### config.mk
export PLATFORM = sky130hd
export DESIGN_NAME = instr_decode_stage
export DESIGN_NICKNAME = d
export VERILOG_FILES = /design/src/rtl/nova_pkg.sv /design/src/rtl/instr_decoder.sv /design/src/rtl/instr_decode_stage.sv
export SDC_FILE = /design/constraint.sdc
export NUM_CORES = 1
export LEC_CHECK = 0
export CAP_MARGIN = 20
export CORE_MARGIN = 4
export CORE_UTILIZATION = 55
export CTS_CLUSTER_SIZE = 8
export DETAILED_ROUTE_END_ITERATION = 6
export GPL_ROUTABILITY_DRIVEN = 0
export PLACE_DENSITY = 0.82
export SLEW_MARGIN = 20
export SYNTH_ARGS = -nofsm -noshare
export SYNTH_HDL_FRONTEND = slang
export SYNTH_HIERARCHICAL = 1
export SYNTH_SLANG_ARGS = --single-unit
### constraint.sdc
create_clock -name clk -period 13.9 [get_ports clk]
set_input_delay 2.78 -clock clk [delete_from_list [all_inputs] [get_ports clk]]
set_output_delay 2.78 -clock clk [all_outputs]
set_load 0.03 [all_outputs]
### src/rtl/nova_pkg.sv
// Shared decode definitions: ALU op codes, opcode/funct values, field positions, decoded struct.
// Latency: n/a (types and constants only).
// Backpressure: n/a.
package nova_pkg;

    // ALU operation codes handed to execute
    localparam logic [5:0] ALU_ADD     = 6'h00;
    localparam logic [5:0] ALU_SUB     = 6'h01;
    localparam logic [5:0] ALU_AND     = 6'h02;
    localparam logic [5:0] ALU_OR      = 6'h03;
    localparam logic [5:0] ALU_XOR     = 6'h04;
    localparam logic [5:0] ALU_ADDI    = 6'h10;
    localparam logic [5:0] ALU_ILLEGAL = 6'h3F;

    // Primary opcodes
    localparam logic [5:0] OP_RTYPE = 6'h00;
    localparam logic [5:0] OP_J     = 6'h02;
    localparam logic [5:0] OP_ADDI  = 6'h08;

    // R-type function codes
    localparam logic [5:0] FN_ADD = 6'h20;
    localparam logic [5:0] FN_SUB = 6'h22;
    localparam logic [5:0] FN_AND = 6'h24;
    localparam logic [5:0] FN_OR  = 6'h25;
    localparam logic [5:0] FN_XOR = 6'h26;

    // Instruction field bit positions
    localparam int OPC_MSB = 31;
    localparam int OPC_LSB = 26;
    localparam int RS_MSB  = 25;
    localparam int RS_LSB  = 21;
    localparam int RT_MSB  = 20;
    localparam int RT_LSB  = 16;
    localparam int RD_MSB  = 15;
    localparam int RD_LSB  = 11;
    localparam int IMM_MSB = 15;
    localparam int TGT_MSB = 25;
    localparam int FN_MSB  = 5;

    // Decoded instruction; one copy lives in each of the main and skid entries
    typedef struct packed {
        logic [5:0]  alu_op;
        logic [4:0]  rs_idx;
        logic [4:0]  rt_idx;
        logic [4:0]  wr_idx;
        logic        reg_write;
        logic [15:0] imm16;
        logic [25:0] target;
        logic        is_jump;
        logic        illegal;
    } dec_t;

endpackage

### src/rtl/instr_decoder.sv
// Combinational decode of a 32-bit instruction word into the execute-stage struct.
// Latency: zero cycles (pure combinational).
// Backpressure: none; the caller decides when the result is captured.
module instr_decoder
    import nova_pkg::*;
(
    input  logic [31:0] instr,
    output dec_t        dec
);

    logic [5:0] opcode;
    logic [5:0] funct;
    logic [4:0] rd_idx;

    assign opcode = instr[OPC_MSB:OPC_LSB];
    assign funct  = instr[FN_MSB:0];
    assign rd_idx = instr[RD_MSB:RD_LSB];

    // Field extraction is unconditional; opcode/funct select op, destination and flags
    always_comb begin
        dec           = '0;
        dec.rs_idx    = instr[RS_MSB:RS_LSB];
        dec.rt_idx    = instr[RT_MSB:RT_LSB];
        dec.imm16     = instr[IMM_MSB:0];
        dec.target    = instr[TGT_MSB:0];
        dec.alu_op    = ALU_ILLEGAL;
        dec.illegal   = 1'b1;
        dec.wr_idx    = 5'd0;
        dec.reg_write = 1'b0;
        dec.is_jump   = 1'b0;

        case (opcode)
            OP_RTYPE: begin
                case (funct)
                    FN_ADD:  dec.alu_op = ALU_ADD;
                    FN_SUB:  dec.alu_op = ALU_SUB;
                    FN_AND:  dec.alu_op = ALU_AND;
                    FN_OR:   dec.alu_op = ALU_OR;
                    FN_XOR:  dec.alu_op = ALU_XOR;
                    default: dec.alu_op = ALU_ILLEGAL;
                endcase
                if (dec.alu_op != ALU_ILLEGAL) begin
                    dec.illegal   = 1'b0;
                    dec.wr_idx    = rd_idx;
                    dec.reg_write = 1'b1;
                end
            end
            OP_ADDI: begin
                dec.alu_op    = ALU_ADDI;
                dec.illegal   = 1'b0;
                dec.wr_idx    = instr[RT_MSB:RT_LSB];
                dec.reg_write = 1'b1;
            end
            OP_J: begin
                dec.alu_op  = ALU_ADD;
                dec.illegal = 1'b0;
                dec.is_jump = 1'b1;
            end
            default: ;
        endcase

        // r0 is hard-wired zero, so writing it back is suppressed
        if (dec.wr_idx == 5'd0) begin
            dec.reg_write = 1'b0;
        end
    end

endmodule

### src/rtl/instr_decode_stage.sv
// Decode stage: fetch word -> registered decoded instruction with a 2-entry (main + skid) buffer.
// Latency: 1 cycle from accept to out_valid when main is empty or draining.
// Backpressure: in_ready is a flop equal to !skid_valid; flush drops everything held.
module instr_decode_stage
    import nova_pkg::*;
#(
    parameter int PC_W  = 32,
    parameter int CNT_W = 16
) (
    input  logic             clk,
    input  logic             rst,
    input  logic             flush,
    input  logic             in_valid,
    output logic             in_ready,
    input  logic [31:0]      in_instr,
    input  logic [PC_W-1:0]  in_pc,
    output logic             out_valid,
    input  logic             out_ready,
    output logic [5:0]       out_alu_op,
    output logic [4:0]       out_rs_idx,
    output logic [4:0]       out_rt_idx,
    output logic [4:0]       out_wr_idx,
    output logic             out_reg_write,
    output logic [15:0]      out_imm16,
    output logic [25:0]      out_target,
    output logic             out_is_jump,
    output logic             out_illegal,
    output logic [PC_W-1:0]  out_pc,
    output logic [CNT_W-1:0] illegal_cnt
);

    dec_t            in_dec;
    dec_t            main_dec;
    dec_t            skid_dec;
    logic [PC_W-1:0] main_pc;
    logic [PC_W-1:0] skid_pc;
    logic            main_vld;
    logic            skid_vld;
    logic            in_rdy_q;

    logic            xfer;
    logic            main_load;
    logic            main_vld_nxt;
    logic            skid_vld_nxt;
    logic            main_from_skid;
    logic            main_from_in;
    logic            skid_from_in;
    logic            cnt_inc;

    instr_decoder u_decoder (
        .instr (in_instr),
        .dec   (in_dec)
    );

    assign xfer      = in_valid && in_rdy_q;
    assign main_load = !main_vld || out_ready;

    // Occupancy next-state and load steering; flush overrides all movement
    always_comb begin
        main_vld_nxt   = main_vld;
        skid_vld_nxt   = skid_vld;
        main_from_skid = 1'b0;
        main_from_in   = 1'b0;
        skid_from_in   = 1'b0;
        if (flush) begin
            main_vld_nxt = 1'b0;
            skid_vld_nxt = 1'b0;
        end else if (main_load) begin
            if (skid_vld) begin
                // in_ready is low whenever skid is full, so no input can arrive here
                main_from_skid = 1'b1;
                main_vld_nxt   = 1'b1;
                skid_vld_nxt   = 1'b0;
            end else if (xfer) begin
                main_from_in = 1'b1;
                main_vld_nxt = 1'b1;
            end else begin
                main_vld_nxt = 1'b0;
            end
        end else if (xfer) begin
            skid_from_in = 1'b1;
            skid_vld_nxt = 1'b1;
        end
    end

    // Illegal words are counted only when execute actually takes them
    assign cnt_inc = !flush && main_vld && out_ready && main_dec.illegal
                     && (illegal_cnt != {CNT_W{1'b1}});

    // Valid bits, registered in_ready and the saturating illegal counter
    always_ff @(posedge clk or posedge rst) begin
        if (rst) begin
            main_vld    <= 1'b0;
            skid_vld    <= 1'b0;
            in_rdy_q    <= 1'b1;
            illegal_cnt <= '0;
        end else begin
            main_vld <= main_vld_nxt;
            skid_vld <= skid_vld_nxt;
            in_rdy_q <= !skid_vld_nxt;
            if (cnt_inc) begin
                illegal_cnt <= illegal_cnt + 1'b1;
            end
        end
    end

    // Payload registers only move on a load, which keeps outputs stable under stall
    always_ff @(posedge clk or posedge rst) begin
        if (rst) begin
            main_dec <= '0;
            main_pc  <= '0;
            skid_dec <= '0;
            skid_pc  <= '0;
        end else begin
            if (main_from_skid) begin
                main_dec <= skid_dec;
                main_pc  <= skid_pc;
            end else if (main_from_in) begin
                main_dec <= in_dec;
                main_pc  <= in_pc;
            end
            if (skid_from_in) begin
                skid_dec <= in_dec;
                skid_pc  <= in_pc;
            end
        end
    end

    assign in_ready      = in_rdy_q;
    assign out_valid     = main_vld;
    assign out_alu_op    = main_dec.alu_op;
    assign out_rs_idx    = main_dec.rs_idx;
    assign out_rt_idx    = main_dec.rt_idx;
    assign out_wr_idx    = main_dec.wr_idx;
    assign out_reg_write = main_dec.reg_write;
    assign out_imm16     = main_dec.imm16;
    assign out_target    = main_dec.target;
    assign out_is_jump   = main_dec.is_jump;
    assign out_illegal   = main_dec.illegal;
    assign out_pc        = main_pc;

endmodule

Yosys cells after proc, flatten, opt, wreduce, memory -nomap -nowiden

Index checks and enable logic that the tools add are counted.

Register bits: 215
Latch bits: 0
Bits in writable memories: 0
Memory bits (read-only): 0
Bits of input ports: 69
Output and inout bits: 116
Logic and storage cells: 76
Memories kept: 0

Add/subtract/negate cells: 1
Multipliers: 0
Divide/modulo/power cells: 0
$lt $le $gt $ge: 0
Equality and inequality tests: 9
Shift-type cells: 0
Muxes and demuxes: 28
Bitwise logic cells: 0
Reduce and logical (&&, ||, !) cells: 14

Operators with widths:

| operator                                             | number |
|---|---|
| 2-to-1 mux 66 bit                                    | 2 |
| 2-to-1 mux 32 bit                                    | 2 |
| equality test 6 bit (second input constant)          | 5 |
| case mux 6 bit (5 select lines)                      | 1 |
| 2-to-1 mux 1 bit                                     | 18 |
| case mux 6 bit (3 select lines)                      | 1 |
| adder 16 x 1 -> 16 bit (second input constant)       | 1 |
| != test 16 bit (second input constant)               | 1 |
| 2-to-1 mux 6 bit                                     | 2 |
| case mux 6 bit (2 select lines)                      | 1 |
| equality test 6 x 2 -> 1 bit (second input constant) | 1 |
| equality test 6 x 4 -> 1 bit (second input constant) | 1 |
| zero test 6 bit                                      | 1 |
| != test 6 bit (second input constant)                | 1 |
| logical AND 1 bit                                    | 5 |
| zero test 5 bit                                      | 1 |
| nonzero test 2 bit                                   | 2 |
| zero test 1 bit                                      | 3 |
| case mux 1 bit (2 select lines)                      | 1 |
| OR reduction 2 bit                                   | 1 |
| logical OR 1 bit                                     | 1 |

Logic depth before layout (Yosys ltp)

Depth after elaboration: 10
Mapped depth: 8
Mapped depth without buffers: 7

Modules after synthesis

The synthesis kept the hierarchy.

By module, submodules not included:

| module             | times used | cells an instance | area an instance (um2) |
|---|---|---|---|
| instr_decode_stage | 1          | 719               | 9068.7 |
| instr_decoder      | 1          | 94                | 668.1 |

Worst setup path before layout

Ideal clock, no wire load.

Kind: input to register
From: in in_instr[31]
To: reg main_dec (netlist bit out_alu_op[1])
Setup time: 77 ps
Data arrival time: 4261 ps
Slack: 9562 ps
Stages on the path: 8
Cells stage by stage: or3_4 > or3_1 > buf_6 > nand2b_4 > o21ai_2 > o21bai_1 > mux2i_1 > a21oi_1

RTL lines:

| item                 | RTL line                  | RTL |
|---|---|---|
| start, declared      | instr_decode_stage.sv:15  | `input logic [31:0] in_instr,` |
| end signal, assigned | instr_decode_stage.sv:116 | `main_dec <= skid_dec;` |
| end signal, assigned | instr_decode_stage.sv:119 | `main_dec <= in_dec;` |
| end, declared        | instr_decode_stage.sv:33  | `dec_t main_dec;` |

Final worst setup path

From: in out_ready
To: reg main_dec (netlist bit out_alu_op[5])

Longest elaborated chain between the ends: 4
Elaborated cells between the ends (all ways): 7
Classes of those cells: mux: 5; reduce/logical: 2

RTL lines:

| item                                                    | RTL line                 | RTL |
|---|---|---|
| start, declared                                         | instr_decode_stage.sv:18 | `input logic out_ready,` |
| logical OR 1 bit (*)                                    | instr_decode_stage.sv:56 | `assign main_load = !main_vld \|\| out_ready;` |
| 2-to-1 mux 1 bit                                        | instr_decode_stage.sv:68 | `end else if (main_load) begin` |
| 2-to-1 mux 1 bit                                        | instr_decode_stage.sv:65 | `if (flush) begin` |
| 2-to-1 mux 66 bit or nonzero test 2 bit (tied branches) | --                       |  |

Every way passes the cells marked *; elsewhere a longest branch is shown, timed or not.
A chain may end at the register's enable or synchronous reset.

==> flow_summary.yaml <==
global_routing:
  antenna_found_initial: 0
  grt_max_degree: 143
  grt_first_pass_wirelength_mm: 33.9
  track_usage_pct: 20.8
  grt-ovfl-total: 0
  grt_pass1_vias: 6638
floorplanning:
  start_util_pct: 56.3
  dieArea_um2: 19900
  die_y_um: 141
  coreArea_um2: 17300
  io_pins: 185
  die_w_um: 141
  row_count: 48
cts:
  clkTransAtPathRegs_ns: 0.05
  cts.sinks: 215
  cts_buffers: 30
  clock_latency_ns: 0.53
  h-tree-depth: 1
  ctsHoldBuffers: 0
  cts-root-buf: "clkbuf_16"
  cts_tree: "done"
  cts_resized: 0
  postCtsSetupRepairBufs: 0
  cts_max_path_buffers: 3
timing:
  period_needed_ns: 4.82
  period_share_pct: 34.7
  worstMarginPinSlew_ns: 0.968
  fmax_mhz: 207
  final-setup-viol-count: 0
  slew-limit-headroom_pct: 35.4
  tns_ns: 0
  rsz0062_at_grt: "no"
  fin_worst_skew_ns: 0.0147
  slew_viol_final: 0
  finalHoldViolCount: 0
finish:
  final_nets: 1010
  fillers: 1291
  diodes: 0
  syn2layout_area_growth_pct: 24.6
  register_area_um2: 5380
  multiInputGateArea_um2: 3680
  drive_above_1_share_pct: 16.2
  final_area_um2: 12100
  post-route-util_pct: 70.1
  stdcell_count: 1178
run:
  cap_violations: 0
power_and_ir_drop:
  vdd_drop_max_v: 0.000109
  power.total_w: 0.00188
  p_leak_nw: 5.69
  power_density_nw_per_um2: 155
synth:
  avgSynthCellArea_um2: 12.0
  synth_area_um2: 9740
  synth_fp_nets: 883
  ys_types: 45
  async_flop_share_pct: 100
  yosys.area.top_type: "dfrtp_1"
  synthFlopType: "dfrtp_1"
  synthCells: 813
  ys_warn_count: 6
  synth_edf_count: 0
  yosys.area.top_type_share_pct: 55.0
  synth_seq_cells: 215
  synth_seq_area_share_pct: 55.3
  synth_area_leaders: "dfrtp_1, mux2_2, mux2i_1"
routing:
  drt_pass1_iterations: 4
  route.detailed.drc: 0
  ant_nets: 0
  viasPerCell: 5.47
  wl_per_cell_um: 17.4
  wl_mm: 20.6
  vias: 6447
  drtIter0Drc: 277
hold_path:
  hold_path_class: "flip-flop to flip-flop"
critical_path:
  start_kind: "primary input"
  critPathMaxFanout: 43
  crit_type: "primary input to flip-flop"
  cp_data_arrival_time_ns: 5.18
  end_kind: "flip-flop"
  cp_data_required_time_ns: 14.26
place:
  dpl.cell_count: 1132
  port-buffer-count: 184
  post_dp_cell_area_um2: 11300
  place_hpwl_mm: 13.3
outcome:
  status: "complete, no violations"
==> cell families (layout without fill, tap and decap cells) <==
logic type	Yosys count	count (layout)	synth area share, %
flip-flops	215	215	55.3
multiplexers	198	198	21.6
AND/OR/NAND/NOR	161	161	8.30
AO/OA/AOI/OAI	124	124	6.75
buffers and inverters	103	243	6.93
XOR/XNOR	11	11	0.989
adder cells (fa/ha/maj)	1	1	0.128
==> path summary, 6_finish.rpt <==
| check | from | end | cells after the start | slack (ns) |
|---|---|---|---|---|
| max in group asynchronous | rst | out_target[16] | 3 | 9.43 |
| hold / removal | illegal_cnt[15] | illegal_cnt[15] | 1 | 0.49 |
| min in group asynchronous | rst | out_pc[6] | 2 | 2.88 |
| hold reg to reg | illegal_cnt[15] | illegal_cnt[15] | 1 | 0.49 |
| setup / recovery | out_ready | out_alu_op[5] | 7 | 9.08 |
| setup reg to reg | out_valid | out_alu_op[5] | 6 | 11.50 |
==> through the flow <==
stage	setup WS [ns]	hold slack, ns
after floorplan	5.24	0.480
after global placement	8.59	0.481
after detailed placement	8.54	0.483
after CTS	9.05	0.493
after global routing	8.89	0.514
final	9.08	0.491
==> cell usage in the layout (no fill, tap or decap), types with 2 or more instances in the layout <==
cell type | netlist | routed
dfrtp_1 | 214 | 214
clkdlybuf4s50_1 | 0 | 184
a21oi_1 | 107 | 107
nor2_1 | 103 | 103
mux2_2 | 100 | 100
mux2i_1 | 98 | 98
clkbuf_16 | 0 | 31
clkbuf_1 | 16 | 14
nand2_1 | 12 | 12
xor2_1 | 10 | 10
nor3_1 | 8 | 8
buf_4 | 62 | 8
nand3_1 | 6 | 6
o2111ai_1 | 5 | 5
inv_1 | 5 | 4
nand4_1 | 4 | 4
nand2b_1 | 3 | 3
nor4_1 | 3 | 3
o21ai_1 | 3 | 3
nor2b_1 | 2 | 2
nor3_4 | 2 | 2
or3_1 | 2 | 2
or3_4 | 2 | 2
nor4_2 | 2 | 2
and3_1 | 2 | 2
o21ai_0 | 2 | 2
o21a_1 | 2 | 2
o21bai_1 | 2 | 2
==> Yosys cell counts (3+ instances only) <==
| library cell | number |
|---|---|
| mux2i_1 | 98 |
| nor4_1 | 3 |
| nor3_1 | 8 |
| dfrtp_1 | 214 |
| xor2_1 | 10 |
| a21oi_1 | 107 |
| inv_1 | 5 |
| buf_2 | 14 |
| clkbuf_1 | 16 |
| nor2_1 | 103 |
| buf_4 | 62 |
| nand2_1 | 12 |
| o21ai_1 | 3 |
| mux2_2 | 100 |
| nand3_1 | 6 |
| nand2b_1 | 3 |
| o2111ai_1 | 5 |
| nand4_1 | 4 |
| buf_6 | 5 |
==> per-layer routing <==
layer / up-vias / track usage (%) / share of wire [%] / wire, µm
li1: 3044 / - / - / -
met1: 3184 / 26.4 / 42 / 8610
met2: 174 / 36.0 / 50 / 10300
met3: 45 / 4.48 / 5.1 / 1050
met4: 0 / 6.22 / 3.0 / 623
met5: - / 0 / 0 / 0
==> final cells by class <==
class	instances	area share, %
repair buffers	193	15.9
inverters	5	0.217
flip-flops and latches	215	44.4
multi-input cells	495	30.4
well taps	225	2.32
clock buffers	45	6.83
==> critical path: stages <==
cell	delay, ns
clkdlybuf4s50_1	0.49
nand2b_1	0.26
nand3b_1	0.15
buf_4	0.40
buf_4	0.70
mux2i_1	0.29
a21oi_1	0.10
==> registers in the layout, indices dropped and copies added, names as in the netlist <==
name and count:
out_target 26, out_rt_idx 5, out_valid 1, out_wr_idx 5
out_rs_idx 5, out_reg_write 1, out_illegal 1, skid_dec 66
out_imm16 16, skid_pc 32, illegal_cnt 16, out_is_jump 1
skid_vld 1, out_alu_op 6, in_ready 1, out_pc 32
==> where the power goes <==
group	total, W	internal [W]	switching [W]
Clock	0.000645	0.000401	0.000245
Sequential	0.000817	0.000749	0.0000682
Combinational	0.000417	0.000194	0.000222
(Power assumes the default switching activity.)
